### config.mk
export PLATFORM = sky130hd
export DESIGN_NAME = master_req_queue
export DESIGN_NICKNAME = d
export VERILOG_FILES = /design/src/rtl/master_req_queue.sv
export SDC_FILE = /design/constraint.sdc
export NUM_CORES = 1
export LEC_CHECK = 0
export BUFFER_PORTS_ARGS = -buffer_cell sky130_fd_sc_hd__buf_2
export CAP_MARGIN = 20
export CORE_MARGIN = 2
export CORE_UTILIZATION = 57
export DETAILED_ROUTE_END_ITERATION = 10
export GPL_ROUTABILITY_DRIVEN = 0
export HOLD_SLACK_MARGIN = 0.08
export PLACE_DENSITY_LB_ADDON = 0.05
export SETUP_SLACK_MARGIN = 0.3
export SLEW_MARGIN = 40
export SYNTH_ARGS = -nofsm -noshare
export SYNTH_HDL_FRONTEND = slang
export SYNTH_SLANG_ARGS = --single-unit
### constraint.sdc
create_clock -name clk -period 3.5 [get_ports clk]
set_input_delay 0.525 -clock clk [delete_from_list [all_inputs] [get_ports clk]]
set_output_delay 0.525 -clock clk [all_outputs]
set_load 0.05 [all_outputs]
### src/rtl/master_req_queue.sv
// Request FIFO plus single-outstanding issue FSM in front of a master_port device interface.
// Read data is returned on a held response register that blocks further reads until consumed.
module master_req_queue #(
  parameter int ADDR_WIDTH = 16,
  parameter int DATA_WIDTH = 8,
  parameter int DEPTH      = 4,
  parameter int PTR_W      = 2
) (
  input  logic                  clk,
  input  logic                  rstn,
  input  logic                  qvalid,
  output logic                  qready,
  input  logic [ADDR_WIDTH-1:0] qaddr,
  input  logic [DATA_WIDTH-1:0] qwdata,
  input  logic                  qmode,
  output logic [ADDR_WIDTH-1:0] daddr,
  output logic [DATA_WIDTH-1:0] dwdata,
  output logic                  dmode,
  output logic                  dvalid,
  input  logic                  dready,
  input  logic [DATA_WIDTH-1:0] drdata,
  output logic                  rvalid,
  output logic [DATA_WIDTH-1:0] rdata,
  input  logic                  rready,
  output logic                  busy
);

  typedef enum logic [1:0] {
    IDLE  = 2'd0,
    ISSUE = 2'd1,
    BUSY  = 2'd2
  } state_t;

  state_t state_q, state_d;

  logic [ADDR_WIDTH-1:0] fifo_addr_q  [DEPTH];
  logic [DATA_WIDTH-1:0] fifo_wdata_q [DEPTH];
  logic                  fifo_mode_q  [DEPTH];

  logic [PTR_W-1:0] wr_ptr_q, rd_ptr_q;
  logic [PTR_W:0]   count_q, count_d;

  logic [ADDR_WIDTH-1:0] daddr_q, daddr_d;
  logic [DATA_WIDTH-1:0] dwdata_q, dwdata_d;
  logic                  dmode_q, dmode_d;
  logic                  dvalid_q, dvalid_d;
  logic                  rvalid_q, rvalid_d;
  logic [DATA_WIDTH-1:0] rdata_q, rdata_d;

  logic push, pop;
  logic not_empty;
  logic head_mode;

  // qready comes only from the registered count, so a pop in the same cycle never frees a full slot
  assign qready    = (count_q != (PTR_W+1)'(DEPTH));
  assign not_empty = (count_q != '0);
  assign push      = qvalid && qready;
  assign head_mode = fifo_mode_q[rd_ptr_q];

  always_ff @(posedge clk) begin
    if (push) begin
      fifo_addr_q[wr_ptr_q]  <= qaddr;
      fifo_wdata_q[wr_ptr_q] <= qwdata;
      fifo_mode_q[wr_ptr_q]  <= qmode;
    end
  end

  always_comb begin
    count_d = count_q;
    case ({push, pop})
      2'b10:   count_d = count_q + 1'b1;
      2'b01:   count_d = count_q - 1'b1;
      default: count_d = count_q;
    endcase
  end

  always_ff @(posedge clk or negedge rstn) begin
    if (!rstn) begin
      wr_ptr_q <= '0;
      rd_ptr_q <= '0;
      count_q  <= '0;
    end else begin
      if (push) wr_ptr_q <= wr_ptr_q + 1'b1;
      if (pop)  rd_ptr_q <= rd_ptr_q + 1'b1;
      count_q <= count_d;
    end
  end

  always_comb begin
    state_d  = state_q;
    daddr_d  = daddr_q;
    dwdata_d = dwdata_q;
    dmode_d  = dmode_q;
    dvalid_d = dvalid_q;
    rvalid_d = rvalid_q;
    rdata_d  = rdata_q;
    pop      = 1'b0;

    if (rvalid_q && rready) rvalid_d = 1'b0;

    case (state_q)
      IDLE: begin
        // A read waits while an unconsumed response is held, so rdata is never overwritten
        if (not_empty && dready && !(!head_mode && rvalid_q)) begin
          pop      = 1'b1;
          daddr_d  = fifo_addr_q[rd_ptr_q];
          dwdata_d = fifo_wdata_q[rd_ptr_q];
          dmode_d  = head_mode;
          dvalid_d = 1'b1;
          state_d  = ISSUE;
        end
      end
      ISSUE: begin
        if (!dready) begin
          dvalid_d = 1'b0;
          state_d  = BUSY;
        end
      end
      BUSY: begin
        if (dready) begin
          if (!dmode_q) begin
            rdata_d  = drdata;
            rvalid_d = 1'b1;
          end
          state_d = IDLE;
        end
      end
      default: begin
        dvalid_d = 1'b0;
        state_d  = IDLE;
      end
    endcase
  end

  always_ff @(posedge clk or negedge rstn) begin
    if (!rstn) begin
      state_q  <= IDLE;
      daddr_q  <= '0;
      dwdata_q <= '0;
      dmode_q  <= 1'b0;
      dvalid_q <= 1'b0;
      rvalid_q <= 1'b0;
      rdata_q  <= '0;
    end else begin
      state_q  <= state_d;
      daddr_q  <= daddr_d;
      dwdata_q <= dwdata_d;
      dmode_q  <= dmode_d;
      dvalid_q <= dvalid_d;
      rvalid_q <= rvalid_d;
      rdata_q  <= rdata_d;
    end
  end

  assign daddr  = daddr_q;
  assign dwdata = dwdata_q;
  assign dmode  = dmode_q;
  assign dvalid = dvalid_q;
  assign rvalid = rvalid_q;
  assign rdata  = rdata_q;
  assign busy   = not_empty || (state_q != IDLE);

endmodule

==> flow_summary.yaml <==
clocking:
  cts_root_buffer: "clkbuf_8"
  cts_tree: "yes"
  cts_setup_buffers: 0
  path_clk_slew_ns: 0.06
  clock-sinks: 144
  insertion_delay_ns: 0.51
  cts_htree_levels: 4
  numCtsBuffers: 17
  cts.path.max_buffers: 2
sta:
  hold_violations: 0
  fin_crit_sh_pct: 70.8
  fmax_ghz: 0.404
  finalSetupViolCount: 0
  finalSetupTns_ns: 0
  rsz0062_at_grt: "false"
  slew_viol_final: 0
  fin_skew_ns: 0.0105
  tightest_slew_ns: 0.552
  fin_crit_ns: 2.48
  maxSlewHeadroom_pct: 63.2
  hold_slack_ns: 0.221
synthesis:
  synthArstFlopShare_pct: 30.6
  synth_edf_count: 100
  ys_seq_area_share_pct: 74.9
  syn-num-nets: 307
  yosys_most_used_dff: "edfxtp_1"
  synth_warnings: 0
  synth_cell_types: 34
  synthCells: 263
  syn-cell-area_mm2: 0.00548
  synth-seq-cells: 144
  syn_area_per_cell_um2: 20.8
die:
  rows: 35
  die_area_mm2: 0.0104
  core_mm2: 0.00928
  die_height_um: 102
  ios: 75
  die_w_um: 102
  initial_core_util_pct: 59.0
global_routing:
  grt_antenna_before_repair: 1
  first_global_vias: 2689
  gr-total-overflow: 0
  grt_pass1_wl_mm: 13.9
  grt_usage_pct: 18.9
  grt_max_degree: 37
critical_path:
  cp-start-kind: "register"
  worstSetupStartpoint: "rd_ptr_q[1]"
  reg2reg_depth: 9
  crit_path_end: "count_q[2]"
  critPathRequiredTime_ns: 3.94
  timing.rr.end: "count_q[2]"
  worstReg2RegStart: "rd_ptr_q[1]"
  critPathMaxFanout: 11
  crit_arrival_ns: 2.91
  path_class: "reg -> reg"
  rrSetupSlack_ns: 1.02
  worst_setup_path_end_kind: "register"
job:
  maxCapViolCount: 0
routing:
  via_per_inst: 5.42
  drt_iter0_drc: 162
  antenna_left: 0
  drt-pass1-iter-count: 4
  drc_errors: 0
  drt_wl_total_mm: 8.97
  post_drt_wl_per_cell_um: 17.9
  vias: 2710
cells_and_area:
  layout_commonest_cell: "edfxtp_1"
  drive_gt1_share_pct: 48.1
  final_cell_mix: "edfxtp_1 (100), buf_2 (73), dfrtp_1 (43)"
  final_util_pct: 71.0
  nets: 401
  synthToLayoutAreaGrowth_pct: 20.3
place:
  port_buffers: 74
  dp_hpwl_mm: 5.32
worst_hold_path:
  hp-start: "qaddr[13]"
  hp-class: "in -> reg"
pwr:
  peakVddDrop_v: 0.000463
  p_per_area_mw_per_mm2: 994
  p_leak_uw: 0.00253
  total_power_uw: 6550
run_status:
  status: "finished, final reports clean"
==> metal layers <==
layer	track usage, %	part of all wire, %	vias up	wire [um]
met5	0	0	-	0
met3	6.43	5.2	10	470
met4	7.38	0.81	0	73
li1	-	-	1223	-
met2	29.3	50	72	4520
met1	25.2	44	1405	3910
==> stage by stage <==
stage | cells | worst slack (ns) | instance area [um2]
after global routing | 499 | 0.872 | 6590
final | 500 | 1.02 | 6590
after detailed placement | 466 | 1.02 | 6030
after CTS | 499 | 0.989 | 6590
after global placement | 466 | 1.08 | 6020
after floorplan | 263 | 0.872 | 5480
==> worst max-delay path: stages, from the launching register on <==
cell      delay, ns
dfrtp_1        0.69
mux2_2         0.28
nor3b_2        0.06
a311oi_4       0.28
ha_1           0.24
inv_1          0.06
fa_1           0.37
xor2_1         0.15
nor2_1         0.11
xor2_1         0.16
==> Yosys cell counts (2+ instances only) <==
| cell type | number | area [um2] |
|---|---|---|
| buf_6 | 2 | 22.5 |
| and3_1 | 4 | 25.0 |
| ha_1 | 5 | 62.6 |
| o21ai_0 | 2 | 10.0 |
| edfxtp_1 | 100 | 3000 |
| nand2b_1 | 2 | 12.5 |
| dfrtp_1 | 44 | 1100 |
| mux2_2 | 34 | 383 |
| and2_1 | 2 | 12.5 |
| mux4_2 | 24 | 541 |
| clkbuf_1 | 3 | 11.3 |
| nand2_1 | 3 | 11.3 |
| nor3_1 | 2 | 10.0 |
| nor2_1 | 4 | 15.0 |
| inv_1 | 8 | 30.0 |
| xnor2_1 | 3 | 26.3 |
| xor2_1 | 3 | 26.3 |
| buf_2 | 2 | 10.0 |
==> where the power goes <==
part / leakage [uW] / total (uW) / switching [uW] / internal [uW]
clock network: 0.000263 / 1640 / 691 / 948
logic: 0.000827 / 2320 / 1460 / 861
registers: 0.00144 / 2590 / 235 / 2350
total: 0.00253 / 6550 / 2390 / 4160
==> worst min path at each step <==
stage,end,slack (ns),cells past startpoint
2_1_floorplan,count_q[0],0.23,0
3_5_place_dp,dvalid,0.46,1
5_1_grt,fifo_wdata_q[3][5],0.20,1
6_report,fifo_addr_q[3][13],0.22,1
4_1_cts,fifo_wdata_q[3][6],0.18,1
3_3_place_gp,dvalid,0.46,1
==> cell families after synthesis <==
group / share of synthesized area, %
adder cells (fa/ha/maj): 1.51
AND/OR/NAND/NOR: 2.53
flip-flops: 74.9
multiplexers: 17.0
AO/OA/AOI/OAI: 1.51
XOR/XNOR: 0.959
buffers and inverters: 1.55
==> final cells by class <==
cell class,instances,area [um2]
antenna,1,2.50
clock buffer,17,414
clock inverter,15,136
fill,625,2690
inverter,8,30.0
multi-input combinational,102,1290
sequential,144,4110
tap,129,161
timing repair buffer,84,450
==> sequential cells by signal, indices dropped and copies added, names as in the netlist <==
signal,cells
dmode,1
daddr,16
wr_ptr_q,2
dwdata,8
dvalid,1
fifo_mode_q,4
rvalid,1
rdata,8
rd_ptr_q,2
fifo_wdata_q,32
count_q,3
state_q,2
fifo_addr_q,64
==> what timing repair did <==
item | 4_1_cts | 5_1_grt
endpoints found under the hold margin | 35 | 0
hold buffers | 1 | 0
gates resized for setup | 0 | 0
No activity file was read; power rests on OpenSTA's default activity.
